`src/rtl/lsu_pkg.sv`:
```
// Shared types for the load/store unit: funct3 codes, FSM states,
// access-size decode and alignment helpers.
package lsu_pkg;

    localparam logic [2:0] F3_LB  = 3'b000;
    localparam logic [2:0] F3_LH  = 3'b001;
    localparam logic [2:0] F3_LW  = 3'b010;
    localparam logic [2:0] F3_LBU = 3'b100;
    localparam logic [2:0] F3_LHU = 3'b101;
    localparam logic [2:0] F3_SB  = 3'b000;
    localparam logic [2:0] F3_SH  = 3'b001;
    localparam logic [2:0] F3_SW  = 3'b010;

    typedef enum logic [1:0] {
        ST_IDLE,
        ST_REQ,
        ST_WAIT_RSP,
        ST_DONE
    } lsu_state_e;

    typedef enum logic [1:0] {
        SZ_BYTE,
        SZ_HALF,
        SZ_WORD
    } lsu_size_e;

    typedef logic [3:0] lsu_be_t;

    // Reserved encodings fall back to a full word access.
    function automatic lsu_size_e f3_size(input logic [2:0] f3);
        lsu_size_e sz;
        case (f3)
            F3_LB, F3_LBU: sz = SZ_BYTE;
            F3_LH, F3_LHU: sz = SZ_HALF;
            default:       sz = SZ_WORD;
        endcase
        return sz;
    endfunction

    function automatic logic is_misaligned(
        input lsu_size_e  sz,
        input logic [1:0] off
    );
        logic mis;
        case (sz)
            SZ_HALF: mis = off[0];
            SZ_WORD: mis = |off;
            default: mis = 1'b0;
        endcase
        return mis;
    endfunction

endpackage

```
`src/rtl/lsu_align.sv`:
```
// Byte-lane steering shared by both directions of the LSU.
// Ports: funct3/offset select size and lane; wdata -> wdata_lane + be
//        (store path); rdata -> rdata_ext (load extract and extend).
import lsu_pkg::*;

module lsu_align (
    input  logic [2:0]  funct3,
    input  logic [1:0]  offset,
    input  logic [31:0] wdata,
    input  logic [31:0] rdata,
    output lsu_be_t     be,
    output logic [31:0] wdata_lane,
    output logic [31:0] rdata_ext
);

    lsu_size_e   sz;
    logic        sext;
    logic [7:0]  b;
    logic [15:0] h;

    always_comb begin
        sz   = f3_size(funct3);
        sext = ~funct3[2];

        case (offset)
            2'd0:    b = rdata[7:0];
            2'd1:    b = rdata[15:8];
            2'd2:    b = rdata[23:16];
            default: b = rdata[31:24];
        endcase
        h = offset[1] ? rdata[31:16] : rdata[15:0];

        case (sz)
            SZ_BYTE: begin
                be         = 4'b0001 << offset;
                wdata_lane = {4{wdata[7:0]}};
                rdata_ext  = {{24{sext & b[7]}}, b};
            end
            SZ_HALF: begin
                be         = 4'b0011 << {offset[1], 1'b0};
                wdata_lane = {2{wdata[15:0]}};
                rdata_ext  = {{16{sext & h[15]}}, h};
            end
            default: begin
                be         = 4'b1111;
                wdata_lane = wdata;
                rdata_ext  = rdata;
            end
        endcase
    end

endmodule

```
`src/rtl/lsu_controller.sv`:
```
// Data-memory access sequencer for the 3-stage core: one bus access per
// load/store, pipeline stall, misalignment and timeout detection.
// Ports: mem_read_i/mem_write_i/funct3_i/addr_i/wdata_i from execute;
//        stall_o, load_valid_o, load_data_o, misaligned_o, bus_err_o to
//        the pipeline; dbus_* is the valid/ready request + response bus.
import lsu_pkg::*;

module lsu_controller #(
    parameter int ADDR_W  = 32,
    parameter int DATA_W  = 32,
    parameter int TIMEOUT = 255
) (
    input  logic              clk,
    input  logic              rst,
    input  logic              mem_read_i,
    input  logic              mem_write_i,
    input  logic [2:0]        funct3_i,
    input  logic [ADDR_W-1:0] addr_i,
    input  logic [DATA_W-1:0] wdata_i,
    output logic              stall_o,
    output logic              load_valid_o,
    output logic [DATA_W-1:0] load_data_o,
    output logic              misaligned_o,
    output logic              bus_err_o,
    output logic              dbus_valid_o,
    input  logic              dbus_ready_i,
    output logic              dbus_we_o,
    output logic [ADDR_W-1:0] dbus_addr_o,
    output logic [3:0]        dbus_be_o,
    output logic [DATA_W-1:0] dbus_wdata_o,
    input  logic              dbus_rsp_valid_i,
    input  logic [DATA_W-1:0] dbus_rdata_i
);

    localparam logic [15:0] CNT_LAST = 16'(TIMEOUT - 1);

    lsu_state_e state;
    logic [15:0] cnt;
    logic [2:0]  f3_q;
    logic [1:0]  off_q;
    logic        err_q;

    logic        idle, req, mis, start;
    logic        rsp_done, timed_out;
    logic [2:0]  al_f3;
    logic [1:0]  al_off;
    lsu_be_t     al_be;
    logic [31:0] al_wdata, al_rdata;

    // Reset also masks the request so every output reads 0 while held.
    assign idle  = (state == ST_IDLE);
    assign req   = (mem_read_i | mem_write_i) & ~rst;
    assign mis   = is_misaligned(f3_size(funct3_i), addr_i[1:0]);
    assign start = idle & req & ~mis;

    // One aligner: fed by the live request in IDLE, by the latched
    // access while the bus transaction is in flight.
    assign al_f3  = idle ? funct3_i    : f3_q;
    assign al_off = idle ? addr_i[1:0] : off_q;

    lsu_align u_align (
        .funct3     (al_f3),
        .offset     (al_off),
        .wdata      (wdata_i),
        .rdata      (dbus_rdata_i),
        .be         (al_be),
        .wdata_lane (al_wdata),
        .rdata_ext  (al_rdata)
    );

    assign rsp_done = dbus_rsp_valid_i &
                      ((state == ST_REQ & dbus_ready_i) |
                       (state == ST_WAIT_RSP));
    // A response in the final allowed cycle still wins over the timeout.
    assign timed_out = (state == ST_REQ | state == ST_WAIT_RSP) &
                       ~rsp_done & (cnt == CNT_LAST);

    assign stall_o      = start | state == ST_REQ | state == ST_WAIT_RSP;
    assign misaligned_o = idle & req & mis;
    assign dbus_valid_o = (state == ST_REQ);
    assign load_valid_o = (state == ST_DONE) & ~dbus_we_o & ~err_q;
    assign bus_err_o    = (state == ST_DONE) & err_q;

    always_ff @(posedge clk or posedge rst) begin
        if (rst) begin
            state        <= ST_IDLE;
            cnt          <= '0;
            f3_q         <= '0;
            off_q        <= '0;
            err_q        <= 1'b0;
            dbus_we_o    <= 1'b0;
            dbus_addr_o  <= '0;
            dbus_be_o    <= '0;
            dbus_wdata_o <= '0;
            load_data_o  <= '0;
        end else begin
            unique case (state)
                ST_IDLE: begin
                    if (start) begin
                        dbus_we_o    <= mem_write_i;
                        f3_q         <= funct3_i;
                        off_q        <= addr_i[1:0];
                        dbus_be_o    <= al_be;
                        dbus_wdata_o <= al_wdata;
                        dbus_addr_o  <= {addr_i[ADDR_W-1:2], 2'b00};
                        cnt          <= '0;
                        err_q        <= 1'b0;
                        state        <= ST_REQ;
                    end
                end
                ST_REQ, ST_WAIT_RSP: begin
                    if (rsp_done) begin
                        if (!dbus_we_o) load_data_o <= al_rdata;
                        state <= ST_DONE;
                    end else if (timed_out) begin
                        err_q       <= 1'b1;
                        load_data_o <= '0;
                        state       <= ST_DONE;
                    end else begin
                        cnt <= cnt + 16'd1;
                        if (state == ST_REQ && dbus_ready_i)
                            state <= ST_WAIT_RSP;
                    end
                end
                ST_DONE: begin
                    state <= ST_IDLE;
                end
            endcase
        end
    end

endmodule

```
`config.mk`:
```
export PLATFORM = sky130hd
export DESIGN_NAME = lsu_controller
export DESIGN_NICKNAME = d
export VERILOG_FILES = /design/src/rtl/lsu_pkg.sv /design/src/rtl/lsu_align.sv /design/src/rtl/lsu_controller.sv
export SDC_FILE = /design/constraint.sdc
export NUM_CORES = 1
export LEC_CHECK = 0
export ABC_AREA = 0
export CELL_PAD_IN_SITES_DETAIL_PLACEMENT = 1
export CELL_PAD_IN_SITES_GLOBAL_PLACEMENT = 1
export CORE_MARGIN = 2
export CORE_UTILIZATION = 31
export DETAILED_ROUTE_END_ITERATION = 8
export PLACE_DENSITY_LB_ADDON = 0.1
export REMOVE_ABC_BUFFERS = 1
export SYNTH_ARGS = -nofsm -noshare
export SYNTH_HDL_FRONTEND = slang
export SYNTH_SLANG_ARGS = --single-unit
```
`constraint.sdc`:
```
create_clock -name clk -period 4.5 [get_ports clk]
set_input_delay 0.9 -clock clk [delete_from_list [all_inputs] [get_ports clk]]
set_output_delay 0.9 -clock clk [all_outputs]
set_load 0.01 [all_outputs]
```
==> results.py <==
metrics = {
    "global_routing": {
        "antenna_found_initial": 0,
        "grt_max_degree": 74,
        "grt_pass1_wl_um": 30500,
        "globalRouteOverflowTotal": 0,
        "grt_usage_pct": 19.1,
        "grt_pass1_vias": 5679,
    },
    "cts": {
        "h-tree-depth": 4,
        "cts_setup_buffers": 0,
        "cts_buffers": 17,
        "cts.sinks": 123,
        "hold_buffers": 0,
        "clkTransAtPathRegs_ns": 0.06,
        "clockBufferDepth": 2,
        "cts_tree": "yes",
        "cts_root_buffer": "clkbuf_16",
        "clkLatencyLatePin_ns": 0.41,
        "cts_resized": 0,
    },
    "worst_setup_path": {
        "end_kind": "primary output",
        "crit_required_ns": 3.60,
        "slowest_delay_ns": 0.89,
        "worstPathCellList": "inv_1, ha_1, nor2b_1, nand4_1, nand2_1, clkdlybuf4s50_1",
        "critical_path_class": "flop to primary output",
        "cp-start-kind": "flop",
        "cpMaxStageDelayCell": "ha_1",
        "critPathMaxFanout": 22,
        "critPathArrivalTime_ns": 2.85,
    },
    "sta": {
        "period_needed_ns": 3.75,
        "finalCritPeriodShare_pct": 83.3,
        "rsz0062_at_grt": "false",
        "setup_violations": 0,
        "fin_worst_skew_ns": 0.0103,
        "holdWs_ns": 0.475,
        "fmax_mhz": 267,
        "slew_viol_final": 0,
        "worst_pin_slew_ns": 1.09,
        "relSlewSlack_pct": 27.2,
        "hold_viol_final": 0,
        "setup_tns_ns": 0,
    },
    "drt": {
        "vias": 5140,
        "routedWlPerCell_um": 19.5,
        "remaining_drc_errors": 0,
        "finalWirelength_um": 19100,
        "vias_per_cell": 5.26,
        "drt-initial-drc-count": 206,
        "ant_nets": 0,
        "drt_first_pass_iters": 5,
    },
    "final_layout": {
        "multi_input_area_sq_mm": 0.00268,
        "register_area_sq_mm": 0.00308,
        "fin_cells": 977,
        "nets": 841,
        "drive_above_1_share_pct": 14.4,
        "area.growth.synth_to_final_pct": 48.5,
        "diodes": 0,
        "fin_util_pct": 47.2,
        "n_fill_cell": 1983,
    },
    "logic_synthesis": {
        "ys_ff_latch": 123,
        "synth_area_per_cell_sq_um": 11.3,
        "muxShareOfSynthArea_pct": 14.2,
        "synth_cell_type_count": 57,
        "synth-edff-count": 0,
        "synth_area_sq_mm": 0.00597,
        "synth_compound_area_share_pct": 18.4,
        "synth_flop_cell": "dfrtp_1",
        "synth_area_leader_cell": "dfrtp_1",
        "ys_seq_area_share_pct": 51.6,
        "synth_top_area_share_pct": 51.6,
        "synth_top_family_by_area": "compound AO/OA/AOI/OAI gates",
        "synthAdderAreaFrac_pct": 1.26,
        "synthCells": 527,
        "ys_top_cells_by_area": "dfrtp_1, mux2_2, mux2i_1",
        "yosysWarningCount": 0,
        "synth-simple-area-share_pct": 10.9,
        "synth_xor_area_share_pct": 0,
        "async_flop_share_pct": 100,
    },
    "power_and_ir_drop": {
        "power_density_mw_per_mm2": 715,
        "irDropWorstVdd_uv": 313,
        "leakage_nw": 3.73,
    },
    "floorplan": {
        "die_area_sq_mm": 0.0204,
        "start_util_pct": 31.8,
        "coreArea_sq_mm": 0.0188,
        "pin_count": 211,
        "die_x_um": 143,
        "fp-row-count": 50,
        "die_h_um": 143,
    },
    "placed_design": {
        "placed_cells": 945,
        "place_congestion": 0.768,
        "dp_hpwl_um": 13800,
        "io_buffers": 208,
    },
    "worst_hold_path": {
        "worstHoldPathType": "flop to flop",
    },
    "job": {
        "cap_viol_max_count": 0,
    },
    "outcome": {
        "status": "complete, no violations",
    },
}
[path summary, 6_finish.rpt]
path | from | endpoint | slack, ns | cells past startpoint
max | state[0] | stall_o | 0.75 | 6
min | dbus_be_o[2] | dbus_be_o[2] | 0.48 | 2
max reg2reg | state[0] | load_data_o[4] | 1.30 | 6
min reg2reg | dbus_be_o[2] | dbus_be_o[2] | 0.48 | 2
max in group asynchronous | rst | load_data_o[25] | 2.07 | 4
min in group asynchronous | rst | cnt[8] | 1.17 | 3
[report_power, final]
| part | internal (mW) | switching, mW |
|---|---|---|
| logic | 1.56 | 1.44 |
| clock network | 0.955 | 0.513 |
| registers | 1.58 | 0.290 |
[critical path: cells and delay by family (launching register included)]
kind / cells / cell delay, ns
flops: 1 / 0.40
fa+ha+maj: 1 / 0.89
simple gates: 3 / 0.49
buf+inv: 2 / 0.64
[per-stage QoR]
step                      setup slack (ns)  power [mW]  cell area (sq um)
after detailed placement             0.885        4.92               8230
after global placement               0.903        4.84               8230
after floorplan                     -0.957        3.40               5790
after CTS                            0.698        6.43               8860
after global routing                 0.559        6.78               8860
final                                0.749        6.34               8860
[sequential cells by signal (all words and copies together), names as in the netlist]
name / count
dbus_addr_o: 30
err_q: 1
state: 2
off_q: 2
f3_q: 3
dbus_be_o: 4
dbus_we_o: 1
load_data_o: 32
dbus_wdata_o: 32
cnt: 16
[per-layer routing]
metal / wire, um / GRT usage (%) / up-vias / share of wire (%)
met4: 299 / 6.62 / 0 / 1.6
met1: 8130 / 23.6 / 2562 / 43
met3: 1670 / 7.65 / 17 / 8.7
li1: - / - / 2395 / -
met5: 0 / 0 / - / 0
met2: 8990 / 30.4 / 166 / 47
[kinds of logic after synthesis]
group                    count (synthesis)
AO/OA/AOI/OAI                          148
adder cells (fa/ha/maj)                  6
buffers and inverters                   42
flip-flops                             123
multiplexers                            77
other                                    1
AND/OR/NAND/NOR                        130
[Yosys cell counts (all sizes together), types with 2 or more instances]
library cell  count
dfrtp           123
nand2            56
o21ai            50
mux2             47
mux2i            30
a21oi            24
nor2             18
buf              17
clkbuf           17
a221o            16
a222oi           15
a211o             8
inv               8
nand3             8
or3               8
a32o              7
o221ai            7
o31ai             7
or4               7
ha                6
nand4             5
nand2b            4
nor2b             4
a211oi            3
and2              3
nor3b             3
a21o              2
and3              2
and4              2
nor4              2
nor4b             2
o41ai             2
or2               2
[layout make-up]
type	count	share of cell area [%]
inverter	8	0.367
timing repair buffer	217	24.3
multi-input combinational	363	30.3
sequential	123	34.7
clock inverter	11	1.89
tap	234	3.30
clock buffer	21	5.20
[layout by cell type (no fill, tap or decap), drive strengths merged, types with 7 or more instances in the layout]
master	n
a211o	8
a21oi	24
a221o	16
a222oi	15
a32o	7
buf	9
clkbuf	21
clkdlybuf4s50	208
dfrtp	123
inv	8
mux2	47
mux2i	30
nand2	56
nand3	8
nor2	18
o21ai	50
o221ai	7
o31ai	7
or3	8
or4	7
Note: power is estimated with default switching activity, not from simulation.
==> edit, RTL diff (config.mk and constraints unchanged) <==
`ADDR_W`: 32 -> 48.
--- a/src/rtl/lsu_controller.sv
+++ b/src/rtl/lsu_controller.sv
@@ -6,7 +6,7 @@
 import lsu_pkg::*;
 
 module lsu_controller #(
-    parameter int ADDR_W  = 32,
+    parameter int ADDR_W  = 48,
     parameter int DATA_W  = 32,
     parameter int TIMEOUT = 255
 ) (
Interface: changed (resized addr_i and dbus_addr_o); port bits go from 211 to 243. No check against the original RTL was run, so the function may have changed too.
==> edit against the original RTL <==
Non-clock buffer count up 36. Maximum frequency down 4.5%. Power up 10%. Count of clock-buffer cells in the layout down 4. Sequential cell count up 16. Wire length up 16%. Worst setup slack worse by 180 ps. Register-to-register slack better by 240 ps. Synthesized area up 9.9%. Cell area up 11%.
==> edit: results (changes against the original RTL) <==
Clock network:
- Clock latency on the worst-skew pair, taken at its later pin, is 420 ps.
- The clock transition at the registers of the reported paths is 60 ps (about the same).
- The number of CTS-inserted buffers is 17 (unchanged).

Finish:
- The ratio of cells with drive above 1 in the final layout is 0.141 (-0.00254).
- The largest registers in the layout are dbus_addr_o x46, dbus_wdata_o x32, load_data_o x32.
- The fill cell total of the finished layout was 2215 (+12%).
- The layout net count is 941 (+12%).

Route:
- The average wire length per cell after detail routing is 20.1 um (+2.8%).
- The wire length on met2 is 11500 um (+28%).
- The overall via count from detail_route is 5769 (+12%).
- The total routed wire length on the met1 layer is 8990 um (+11%).
- The violation count after the first detailed-route iteration is 281 (+36%).
- The detailed-routing iteration count for the pre-antenna-repair pass is 8 (+3).
- The routed length on met3 came to 1220 um (-27%).

Worst setup path:
- The data arrival time of the critical path is 3030 ps (+180 ps).
- The largest driver fanout on the critical path is 30 (+36%).
- The slowest stage of the critical path belongs to the cell sky130_fd_sc_hd__clkdlybuf4s50_1.
- The maximum cell stage delay along the critical path came to 590 ps (-300 ps).

Yosys:
- The count of unique library cells instantiated by Yosys is 47 (-18%).
- The fraction of the mapped netlist area in compound gates came to 0.164 (-0.0195).
- The adder and majority gate portion of the synthesized area is 0.0114 (-0.00114).
- The commonest cells after synthesis are 139 x sky130_fd_sc_hd__dfrtp_1, 72 x sky130_fd_sc_hd__nand2_1, 62 x sky130_fd_sc_hd__mux2_2, 38 x sky130_fd_sc_hd__o21ai_0, 30 x sky130_fd_sc_hd__mux2i_1.
- By area the synthesized netlist is led by sky130_fd_sc_hd__dfrtp_1 53%, sky130_fd_sc_hd__mux2_2 11%, sky130_fd_sc_hd__mux2i_1 4.6%.
- The multiplexer fraction of the synthesized cell area is 0.152 (+0.00983).

Global route:
- The overall routing resource usage came to 0.199 (+0.00735).
- The global-route track usage on met3 was 0.0476 (-0.0289).
- The global-route met1 utilization was 0.240 (+0.00397).
- The number of global-route vias before repair came to 6241 (+9.9%).
- The first-pass GRT wire length is 34300 um (+12%).
- The maximum number of pins on one net before global-route repair is 96 (+30%).

Power:
- The standby leakage power is 4.12 nW (+10%).

STA:
- The worst-case clock skew came to 9.55 ps (-0.715 ps).
- The worst-case headroom to the max-slew limit came to 0.223 (-0.0488).

Placement:
- The count of input and output buffers is 240 (+15%).
- The final weighted congestion of routability-driven global placement was 0.812 (+5.7%).
- The detailed placer's ending HPWL was 16200 um (+17%).

Hold path:
- The worst hold path belongs to the class register to register.

Outcome:
- The flow ran to the end, and the final reports show no timing, DRC or antenna violations.
-- edit: cell types whose count changed after synthesis, sizes merged, moves of 5 or more --
cell,before,now
a21oi,24,19
clkbuf,17,27
dfrtp,123,139
mux2,47,62
nand2,56,72
nand3,8,15
nor3,1,6
nor4,2,7
o21ai,50,38
o2bb2ai,0,13
or3,8,1
-- edit: worst paths after layout --
| check | slack (ps) | cells after the start | startpoint | to |
|---|---|---|---|---|
| max | 570 | 5 | addr_i[0] | stall_o |
| max reg2reg | 1540 | 8 | state[0] | load_data_o[21] |
| min reg2reg | 480 | 2 | dbus_wdata_o[12] | dbus_wdata_o[12] |
| min | 480 | 2 | dbus_wdata_o[12] | dbus_wdata_o[12] |
| min in group asynchronous | 1030 | 2 | rst | dbus_wdata_o[0] |
| max in group asynchronous | 2700 | 3 | rst | load_data_o[7] |
-- edit: power by group --
group	switching, W	leakage, nW	total [W]	internal [W]
sequential	0.000369	1.74	0.00219	0.00182
clock	0.000613	0.287	0.00145	0.000838
combinational	0.00161	2.09	0.00333	0.00173
-- edit: cell type report --
| type | instances | area share |
|---|---|---|
| sequential | 139 | 0.353 |
| multi-input combinational | 394 | 0.293 |
| timing repair buffer | 253 | 0.254 |
| clock buffer | 17 | 0.0432 |
| tap | 275 | 0.0350 |
| clock inverter | 15 | 0.0180 |
| inverter | 9 | 0.00394 |
-- edit: stage by stage --
stage	cells	setup WS, ps	util	hold WS, ps
6_report	1102	574	0.471	478
5_1_grt	1102	487	0.471	512
4_1_cts	1102	556	0.471	486
3_5_place_dp	1070	574	0.442	469
3_3_place_gp	1070	584	0.442	460
2_1_floorplan	542	-125	-	478
-- edit: critical path: cells and delay by family --
kind	cells	cell delay (ps)
simple gates	2	500
buf+inv	2	1120
compound gates	1	490
